==> src/rtl/POLI_types_pkg.sv <==
// POLI_types_pkg
//  Shared types and constants for the POLI top level and its on-chip masters.
//  - WORD_SIZE            : data/address width of the POLI APB slave port
//  - CRC_CONFIG_ADDR      : register address of the CRC configuration word
//  - ARB_TIMEOUT_DEFAULT  : default PREADY wait limit of the APB arbiter
//  - apb_arb_state_t      : state encoding of the APB arbiter sequencer
package POLI_types_pkg;

    localparam int WORD_SIZE = 32;

    localparam logic [WORD_SIZE-1:0] CRC_CONFIG_ADDR = 32'h0000_0010;

    localparam int ARB_TIMEOUT_DEFAULT = 256;

    typedef enum logic [1:0] {
        ARB_IDLE,
        ARB_SETUP,
        ARB_ACCESS
    } apb_arb_state_t;

endpackage

==> src/rtl/poli_rr_picker.sv <==
// poli_rr_picker
//  Combinational round-robin selector. Scans the request vector starting at
//  ptr and moving upward with wrap-around; the first set bit wins.
//  Ports:
//   req    in  NREQ    request vector
//   ptr    in  PTR_W   index with the highest priority this round
//   valid  out 1       at least one request is set
//   grant  out PTR_W   index of the winning request (0 when valid=0)
module poli_rr_picker #(
    parameter int NREQ  = 2,
    parameter int PTR_W = $clog2(NREQ)
) (
    input  logic [NREQ-1:0]  req,
    input  logic [PTR_W-1:0] ptr,
    output logic             valid,
    output logic [PTR_W-1:0] grant
);

    always_comb begin
        int  idx;
        logic found;
        valid = |req;
        grant = '0;
        found = 1'b0;
        idx   = 0;
        // Offset k from ptr; the smallest offset with a request wins.
        for (int k = 0; k < NREQ; k++) begin
            idx = int'(ptr) + k;
            if (idx >= NREQ) begin
                idx = idx - NREQ;
            end
            if (!found && req[idx]) begin
                grant = idx[PTR_W-1:0];
                found = 1'b1;
            end
        end
    end

endmodule

==> src/rtl/poli_apb_arbiter.sv <==
// poli_apb_arbiter
//  Shares the single POLI APB slave port between NREQ requesters. A requester
//  holds req high until it sees its done pulse; the arbiter grants in
//  round-robin order, runs SETUP/ACCESS, waits for PREADY and returns the read
//  data with a one-cycle done. An ACCESS phase that never sees PREADY is
//  aborted after TIMEOUT cycles and reported with err=1.
//  Ports:
//   CLK, RST                  clock, synchronous active-high reset
//   req/req_write             per-requester request level and direction
//   req_addr/req_wdata        flattened per-requester address / write data
//   done, err, rdata          completion pulse, timeout flag, read data
//   PSEL/PENABLE/PWRITE/PADDR/PWDATA   APB master outputs
//   PRDATA/PREADY             APB slave responses
module poli_apb_arbiter
    import POLI_types_pkg::*;
#(
    parameter int NREQ    = 2,
    parameter int TIMEOUT = ARB_TIMEOUT_DEFAULT
) (
    input  logic                      CLK,
    input  logic                      RST,
    input  logic [NREQ-1:0]           req,
    input  logic [NREQ-1:0]           req_write,
    input  logic [NREQ*WORD_SIZE-1:0] req_addr,
    input  logic [NREQ*WORD_SIZE-1:0] req_wdata,
    output logic [NREQ-1:0]           done,
    output logic                      err,
    output logic [WORD_SIZE-1:0]      rdata,
    output logic                      PSEL,
    output logic                      PENABLE,
    output logic                      PWRITE,
    output logic [WORD_SIZE-1:0]      PADDR,
    output logic [WORD_SIZE-1:0]      PWDATA,
    input  logic [WORD_SIZE-1:0]      PRDATA,
    input  logic                      PREADY
);

    localparam int PTR_W = $clog2(NREQ);
    localparam int CNT_W = $clog2(TIMEOUT);
    localparam logic [CNT_W-1:0] CNT_LAST = CNT_W'(TIMEOUT - 1);

    apb_arb_state_t   state_reg;
    logic [PTR_W-1:0] ptr_reg;
    logic [PTR_W-1:0] gnt_reg;
    logic [CNT_W-1:0] cnt_reg;

    logic [WORD_SIZE-1:0] addr_arr  [NREQ];
    logic [WORD_SIZE-1:0] wdata_arr [NREQ];

    logic             pick_valid;
    logic [PTR_W-1:0] pick_idx;
    logic [NREQ-1:0]  gnt_onehot;
    logic [PTR_W-1:0] ptr_next;

    for (genvar gi = 0; gi < NREQ; gi++) begin : g_slice
        assign addr_arr[gi]  = req_addr[gi*WORD_SIZE +: WORD_SIZE];
        assign wdata_arr[gi] = req_wdata[gi*WORD_SIZE +: WORD_SIZE];
    end

    poli_rr_picker #(
        .NREQ  (NREQ),
        .PTR_W (PTR_W)
    ) u_picker (
        .req   (req),
        .ptr   (ptr_reg),
        .valid (pick_valid),
        .grant (pick_idx)
    );

    assign gnt_onehot = {{(NREQ-1){1'b0}}, 1'b1} << gnt_reg;

    // After serving g, g+1 becomes top priority so a continuously requesting
    // peer cannot be starved.
    assign ptr_next = (gnt_reg == PTR_W'(NREQ - 1)) ? '0 : gnt_reg + 1'b1;

    always_ff @(posedge CLK) begin
        if (RST) begin
            state_reg <= ARB_IDLE;
            ptr_reg   <= '0;
            gnt_reg   <= '0;
            cnt_reg   <= '0;
            done      <= '0;
            err       <= 1'b0;
            rdata     <= '0;
            PSEL      <= 1'b0;
            PENABLE   <= 1'b0;
            PWRITE    <= 1'b0;
            PADDR     <= '0;
            PWDATA    <= '0;
        end else begin
            // done/err are single-cycle pulses.
            done <= '0;
            err  <= 1'b0;
            case (state_reg)
                ARB_IDLE: begin
                    if (pick_valid) begin
                        gnt_reg   <= pick_idx;
                        PSEL      <= 1'b1;
                        PENABLE   <= 1'b0;
                        PWRITE    <= req_write[pick_idx];
                        PADDR     <= addr_arr[pick_idx];
                        PWDATA    <= wdata_arr[pick_idx];
                        state_reg <= ARB_SETUP;
                    end
                end

                ARB_SETUP: begin
                    PENABLE   <= 1'b1;
                    cnt_reg   <= '0;
                    state_reg <= ARB_ACCESS;
                end

                ARB_ACCESS: begin
                    // PREADY wins over the timeout on the last allowed cycle.
                    if (PREADY || (cnt_reg == CNT_LAST)) begin
                        done <= gnt_onehot;
                        err  <= ~PREADY;
                        if (!PREADY) begin
                            rdata <= '0;
                        end else if (!PWRITE) begin
                            rdata <= PRDATA;
                        end
                        ptr_reg   <= ptr_next;
                        PSEL      <= 1'b0;
                        PENABLE   <= 1'b0;
                        PWRITE    <= 1'b0;
                        PADDR     <= '0;
                        PWDATA    <= '0;
                        state_reg <= ARB_IDLE;
                    end else begin
                        cnt_reg <= cnt_reg + 1'b1;
                    end
                end

                default: begin
                    PSEL      <= 1'b0;
                    PENABLE   <= 1'b0;
                    state_reg <= ARB_IDLE;
                end
            endcase
        end
    end

endmodule

==> config.mk <==
export PLATFORM = sky130hd
export DESIGN_NAME = poli_apb_arbiter
export DESIGN_NICKNAME = d
export VERILOG_FILES = /design/src/rtl/POLI_types_pkg.sv /design/src/rtl/poli_rr_picker.sv /design/src/rtl/poli_apb_arbiter.sv
export SDC_FILE = /design/constraint.sdc
export NUM_CORES = 1
export LEC_CHECK = 0
export ABC_AREA = 1
export BUFFER_PORTS_ARGS = -buffer_cell sky130_fd_sc_hd__buf_2
export CAP_MARGIN = 25
export CORE_MARGIN = 2
export CORE_UTILIZATION = 25
export CTS_CLUSTER_SIZE = 14
export DETAILED_ROUTE_END_ITERATION = 12
export GPL_ROUTABILITY_DRIVEN = 0
export SETUP_SLACK_MARGIN = 0.15
export SLEW_MARGIN = 20
export SYNTH_ARGS = -nofsm -noshare
export SYNTH_HDL_FRONTEND = slang
export SYNTH_SLANG_ARGS = --single-unit
==> constraint.sdc <==
create_clock -name CLK -period 1.8 [get_ports CLK]
set_input_delay 0.09 -clock CLK [delete_from_list [all_inputs] [get_ports CLK]]
set_output_delay 0.09 -clock CLK [all_outputs]
set_load 0.005 [all_outputs]
* Yosys cells after proc, flatten, opt, wreduce, memory -nomap -nowiden
Cells that the tools add are included.
Operators by class: shift-type cells 1, $add $sub $neg 5, bitwise logic cells 5, equality and inequality tests 7, magnitude comparators 6, mux-type cells 39, reduce and logical (&&, ||, !) cells 15
Operators by type and width (count):
- 32-bit 2-to-1 mux | 13
- 32-bit one-hot mux with 2 select lines | 2
- 32-bit by 3-bit < comparator with 1-bit output (second input constant) | 2
- 32-bit by 3-bit greater-or-equal comparator with 1-bit output (second input constant) | 1
- 32-bit by 3-bit subtractor with 32-bit output (second input constant) | 1
- 1-bit 2-to-1 mux | 16
- 8-bit one-hot mux with 2 select lines | 1
- 3-bit AND reduction | 3
- 8-bit by 1-bit adder with 8-bit output (second input constant) | 1
- 8-bit == test (second input constant) | 1
- 8-bit 2-to-1 mux | 1
- 2-bit inequality test (second input constant) | 4
- 2-bit AND reduction | 4
- 1-bit one-hot mux with 3 select lines | 2
- 2-bit one-hot mux with 3 select lines | 1
- 2-bit 2-to-1 mux | 2
- 1-bit NOT | 4
- 2-bit nonzero test | 2
- 3-bit OR reduction | 1
- 1-bit by 2-bit subtractor with 3-bit output (second input constant) | 1
- 1-bit by 1-bit adder with 2-bit output (second input constant) | 1
- 2-bit by 1-bit == test with 1-bit output (second input constant) | 1
- 2-bit == test (second input constant) | 1
- 1-bit by 2-bit greater-or-equal comparator with 1-bit output (second input constant) | 1
- other kinds (11) | 11
Word-level totals: output and inout bits 102, word-level logic and storage cells 90, register bits 114

* Depth between registers and ports, before layout
word-level depth 15, mapped depth 11, mapped depth without buffers 9

* Modules after synthesis
A second synthesis with hierarchy kept.
Second synthesis, totals: cells, all modules 792, area total of the unflattened synthesis 5466.5 um^2
By module, submodules not included:
- poli_apb_arbiter | sequential area each 2282.2 um^2, instances 1, area an instance 5447.7 um^2, cells each 788
- poli_rr_picker | sequential area each 0.0 um^2, instances 1, area an instance 18.8 um^2, cells each 4

* Worst setup path after synthesis
Ideal clock, no wire load.
kind reg-to-reg, start point reg cnt_reg[0], end point reg PWDATA[12], arrival time 1.434 ns, cell stages (with the launch flop) 11, required time 1.685 ns, slack 0.251 ns, buffers on the path 2, setup time 0.115 ns, cells stage by stage dfxtp_1 -> ha_1 -> nand2_1 -> nor2_2 -> nand2_2 -> nand2_4 -> nand2_2 -> buf_6 -> buf_2 -> a21oi_1 -> nor2_1
Between the ends: longest elaborated chain between the ends 4
RTL lines:
- start: declaration | RTL line poli_apb_arbiter.sv:45 | logic [CNT_W-1:0] cnt_reg;
- start signal: assignment | RTL line poli_apb_arbiter.sv:131 | cnt_reg <= cnt_reg + 1'b1;
- 8-bit == test | RTL line poli_apb_arbiter.sv:115 | if (PREADY || (cnt_reg == CNT_LAST)) begin
- 1-bit logical OR | RTL line poli_apb_arbiter.sv:115
- 2-bit inequality test (no line)
- 3-bit AND reduction (no line)
- end signal: assignment | RTL line poli_apb_arbiter.sv:102 | PWDATA <= wdata_arr[pick_idx];
- end: declaration | RTL line poli_apb_arbiter.sv:33 | output logic [WORD_SIZE-1:0] PWDATA,
No other way between the ends. A chain may end at the register's enable or synchronous reset.

* Worst setup path in the final report
start point reg cnt_reg[1], end point reg PWDATA[24]
Same word-level chain as after synthesis.

==> impl_metrics.env <==
export IMPL_status="completed"
export IMPL_power_mw=7.873
export IMPL_finClkSkew_ps=6.779
export IMPL_vias_per_cell=4.564
export IMPL_grt_busiest_layer="met2"
export IMPL_pwr_density_cell_mw_per_mm2=921.4
export IMPL_initial_core_util=0.2549
export IMPL_grt_pass1_wl_um=30160
export IMPL_relSlewSlack=0.6690
export IMPL_start_kind="flip-flop"
export IMPL_drc_errors=0
export IMPL_crit_slowest_cell="dfxtp_2"
export IMPL_clock_latency_ps=410
export IMPL_drive_above_1_share=0.3016
export IMPL_vdd_drop_max_mv=0.5761
export IMPL_num_nets_final=1312
export IMPL_max_freq_ghz=0.6380
export IMPL_row_count=55
export IMPL_synth_seq_cells=114
export IMPL_synth_cell_type_count=25
export IMPL_grt_util_met1=0.1821
export IMPL_seq_area_frac_synth=0.3955
export IMPL_synth_area_sq_mm=0.005771
export IMPL_grt_remaining_overflow=0
export IMPL_path_max_fanout=46
export IMPL_final_hold_viol_count=0
export IMPL_routed_wl_um=20030
export IMPL_cts_tree="yes"
export IMPL_clockBufferDepth=2
export IMPL_die_area_sq_mm=0.02431
export IMPL_reg_largest_list="PADDR: 32 flops, PWDATA: 32 flops, rdata: 32 flops"
export IMPL_die_w_um=155.9
export IMPL_period_needed_ps=1567
export IMPL_cts_made_buffers=17
export IMPL_crit_top_cell="nand2_2"
export IMPL_grtUsageMet2=0.2775
export IMPL_crit_family="simple AND/OR/NAND/NOR gates"
export IMPL_cp_num_buf_inv=1
export IMPL_critPathCaptureType="flip-flop"
export IMPL_drv_cap=0
export IMPL_grt_pass1_vias=6023
export IMPL_die_h_um=155.9
export IMPL_coreArea_sq_mm=0.02264
export IMPL_synth_top_area_cell="dfxtp_1"
export IMPL_crit_chain="ha_4 -> nand2_2 -> nor2_4 -> nand2_2 -> nand2_4 -> nand2_8 -> buf_12 -> nand3_1 -> a21oi_1"
export IMPL_hold_class="input pin to flip-flop"
export IMPL_syn_area_per_cell_sq_um=6.648
export IMPL_setup_violations=0
export IMPL_synth_top_area_share=0.3955
export IMPL_io_buffer_count=268
export IMPL_postCtsSetupBuffers=0
export IMPL_cts_root_buf="clkbuf_16"
export IMPL_synth_fp_nets=1036
export IMPL_leakagePower_nw=4.218
export IMPL_antenna_found_initial=2
export IMPL_yosys_top_cells_area="dfxtp_1, a21oi_1, nand2_1"
export IMPL_grt_max_degree=62
export IMPL_cts_sink_count=114
export IMPL_dr_first_iter_drc_count=371
export IMPL_io_pins=269
export IMPL_wl_per_cell_um=13.88
export IMPL_tightest_slew_ps=494.7
export IMPL_place_ws_ps=30.28
export IMPL_vias=6586
export IMPL_layout_setup_ws_ps=232.7
export IMPL_syn_inst=868
export IMPL_slew_violations=0
export IMPL_yosysWarnings=0
export IMPL_worst_ep_arrival_time_ps=1900
export IMPL_track_usage=0.1553
export IMPL_finalCritPeriodShare=0.8707
export IMPL_grt_util_met3=0.04278
export IMPL_grt_setup_unrepaired="yes"
export IMPL_required_ps=2130
export IMPL_path_clk_slew_ps=50
export IMPL_max_stage_delay_ps=340
export IMPL_area_growth_pct=48.07
export IMPL_worst_setup_path_type="flip-flop to flip-flop"
export IMPL_utilization=0.3774
export IMPL_dpl_hpwl_um=13180
export IMPL_ant_nets=0
export IMPL_cts_max_level=4
export IMPL_fin_setup_tns_ps=0
export IMPL_first_pass_iters=4
-- worst min-delay path: cells and delay by family --
family / cells / cell delay [ps]
and+or+nand+nor: 2 / 110
buffers and inverters: 2 / 180
-- per-stage QoR --
step / std cells / cell area (sq um) / hold WS, ps
final: 1443 / 8544 / 16.54
after detailed placement: 1369 / 7397 / 325.0
after global routing: 1443 / 8544 / 23.14
after global placement: 1369 / 7397 / 321.2
after floorplan: 868 / 5771 / 234.7
after CTS: 1437 / 8349 / 0.3272
-- metal layers --
layer,vias to the layer above,part of all wire
li1,3402,-
met1,2972,0.43
met2,188,0.49
met3,22,0.061
met4,2,0.017
met5,-,0.00065
-- report_power, final --
part	internal (mW)	switching (mW)	leakage (nW)	total (mW)
Sequential	2.75	0.105	0.938	2.86
Combinational	0.779	0.904	3.00	1.68
Clock	2.13	1.20	0.282	3.33
Total	5.67	2.21	4.22	7.87
-- area by class of cell --
type	count	area, sq um
Clock inverter	10	107.6
Multi-Input combinational cell	620	2994
Fill cell	2390	14100
Tap cell	285	356.6
Sequential cell	114	2286
Clock buffer	22	474.2
Antenna cell	1	2.502
Timing Repair Buffer	331	2098
Inverter	60	225.2
-- timing repair --
item	in CTS	in global routing
pin swaps	0	2
hold buffers	36	0
cloned	0	5
endpoints found under the hold margin	36	0
setup endpoints to repair	37	101
gates resized for setup	3	21
-- Yosys cell counts --
cell type  number
o21bai_1        1
nand3_2         1
nand3b_1       45
clkbuf_1       33
buf_4           2
inv_1          59
nand3_1        89
a21oi_1       172
o21ai_2         1
nand4_1         2
o21ai_0        26
nand2_2         2
buf_6           3
nor2_2          2
nand2_1       181
nand2_4         1
nor3_1          2
nor2_1         91
buf_2          34
xor2_1          1
inv_2           1
a21o_1          1
ha_1            1
buf_1           3
dfxtp_1       114
-- logic make-up after synthesis --
logic type / synth area share
compound gates: 0.1758
flops: 0.3955
simple gates: 0.3246
fa+ha+maj: 0.002168
buf+inv: 0.1004
xor+xnor: 0.001518
-- path summary, 6_finish.rpt --
check	start	end	slack, ps	cells past startpoint
setup reg to reg	cnt_reg[1]$_SDFFE_PP0P_	PWDATA[24]$_SDFFE_PP0P_	230	9
hold reg to reg	PENABLE$_SDFFE_PP0P_	PENABLE$_SDFFE_PP0P_	470	2
setup / recovery	cnt_reg[1]$_SDFFE_PP0P_	PWDATA[24]$_SDFFE_PP0P_	230	9
hold / removal	RST	PWDATA[30]$_SDFFE_PP0P_	20	4
-- layout by cell type (no fill, tap or decap), types with 2 or more instances in the layout --
master	instances
nor2_1	87
nand3b_1	45
a21oi_2	4
dfxtp_1	111
buf_4	13
nor2_2	4
clkbuf_8	3
clkbuf_16	21
bufinv_16	2
clkinv_2	5
nand4_1	2
nand2_2	4
a21oi_1	168
nor3_1	2
inv_1	59
nor2_4	2
dlygate4sd3_1	36
clkinvlp_4	3
buf_12	8
clkbuf_1	2
buf_2	268
nand3_1	89
nand2_1	178
o21ai_0	25
dfxtp_2	3
(Power assumes the default switching activity.)
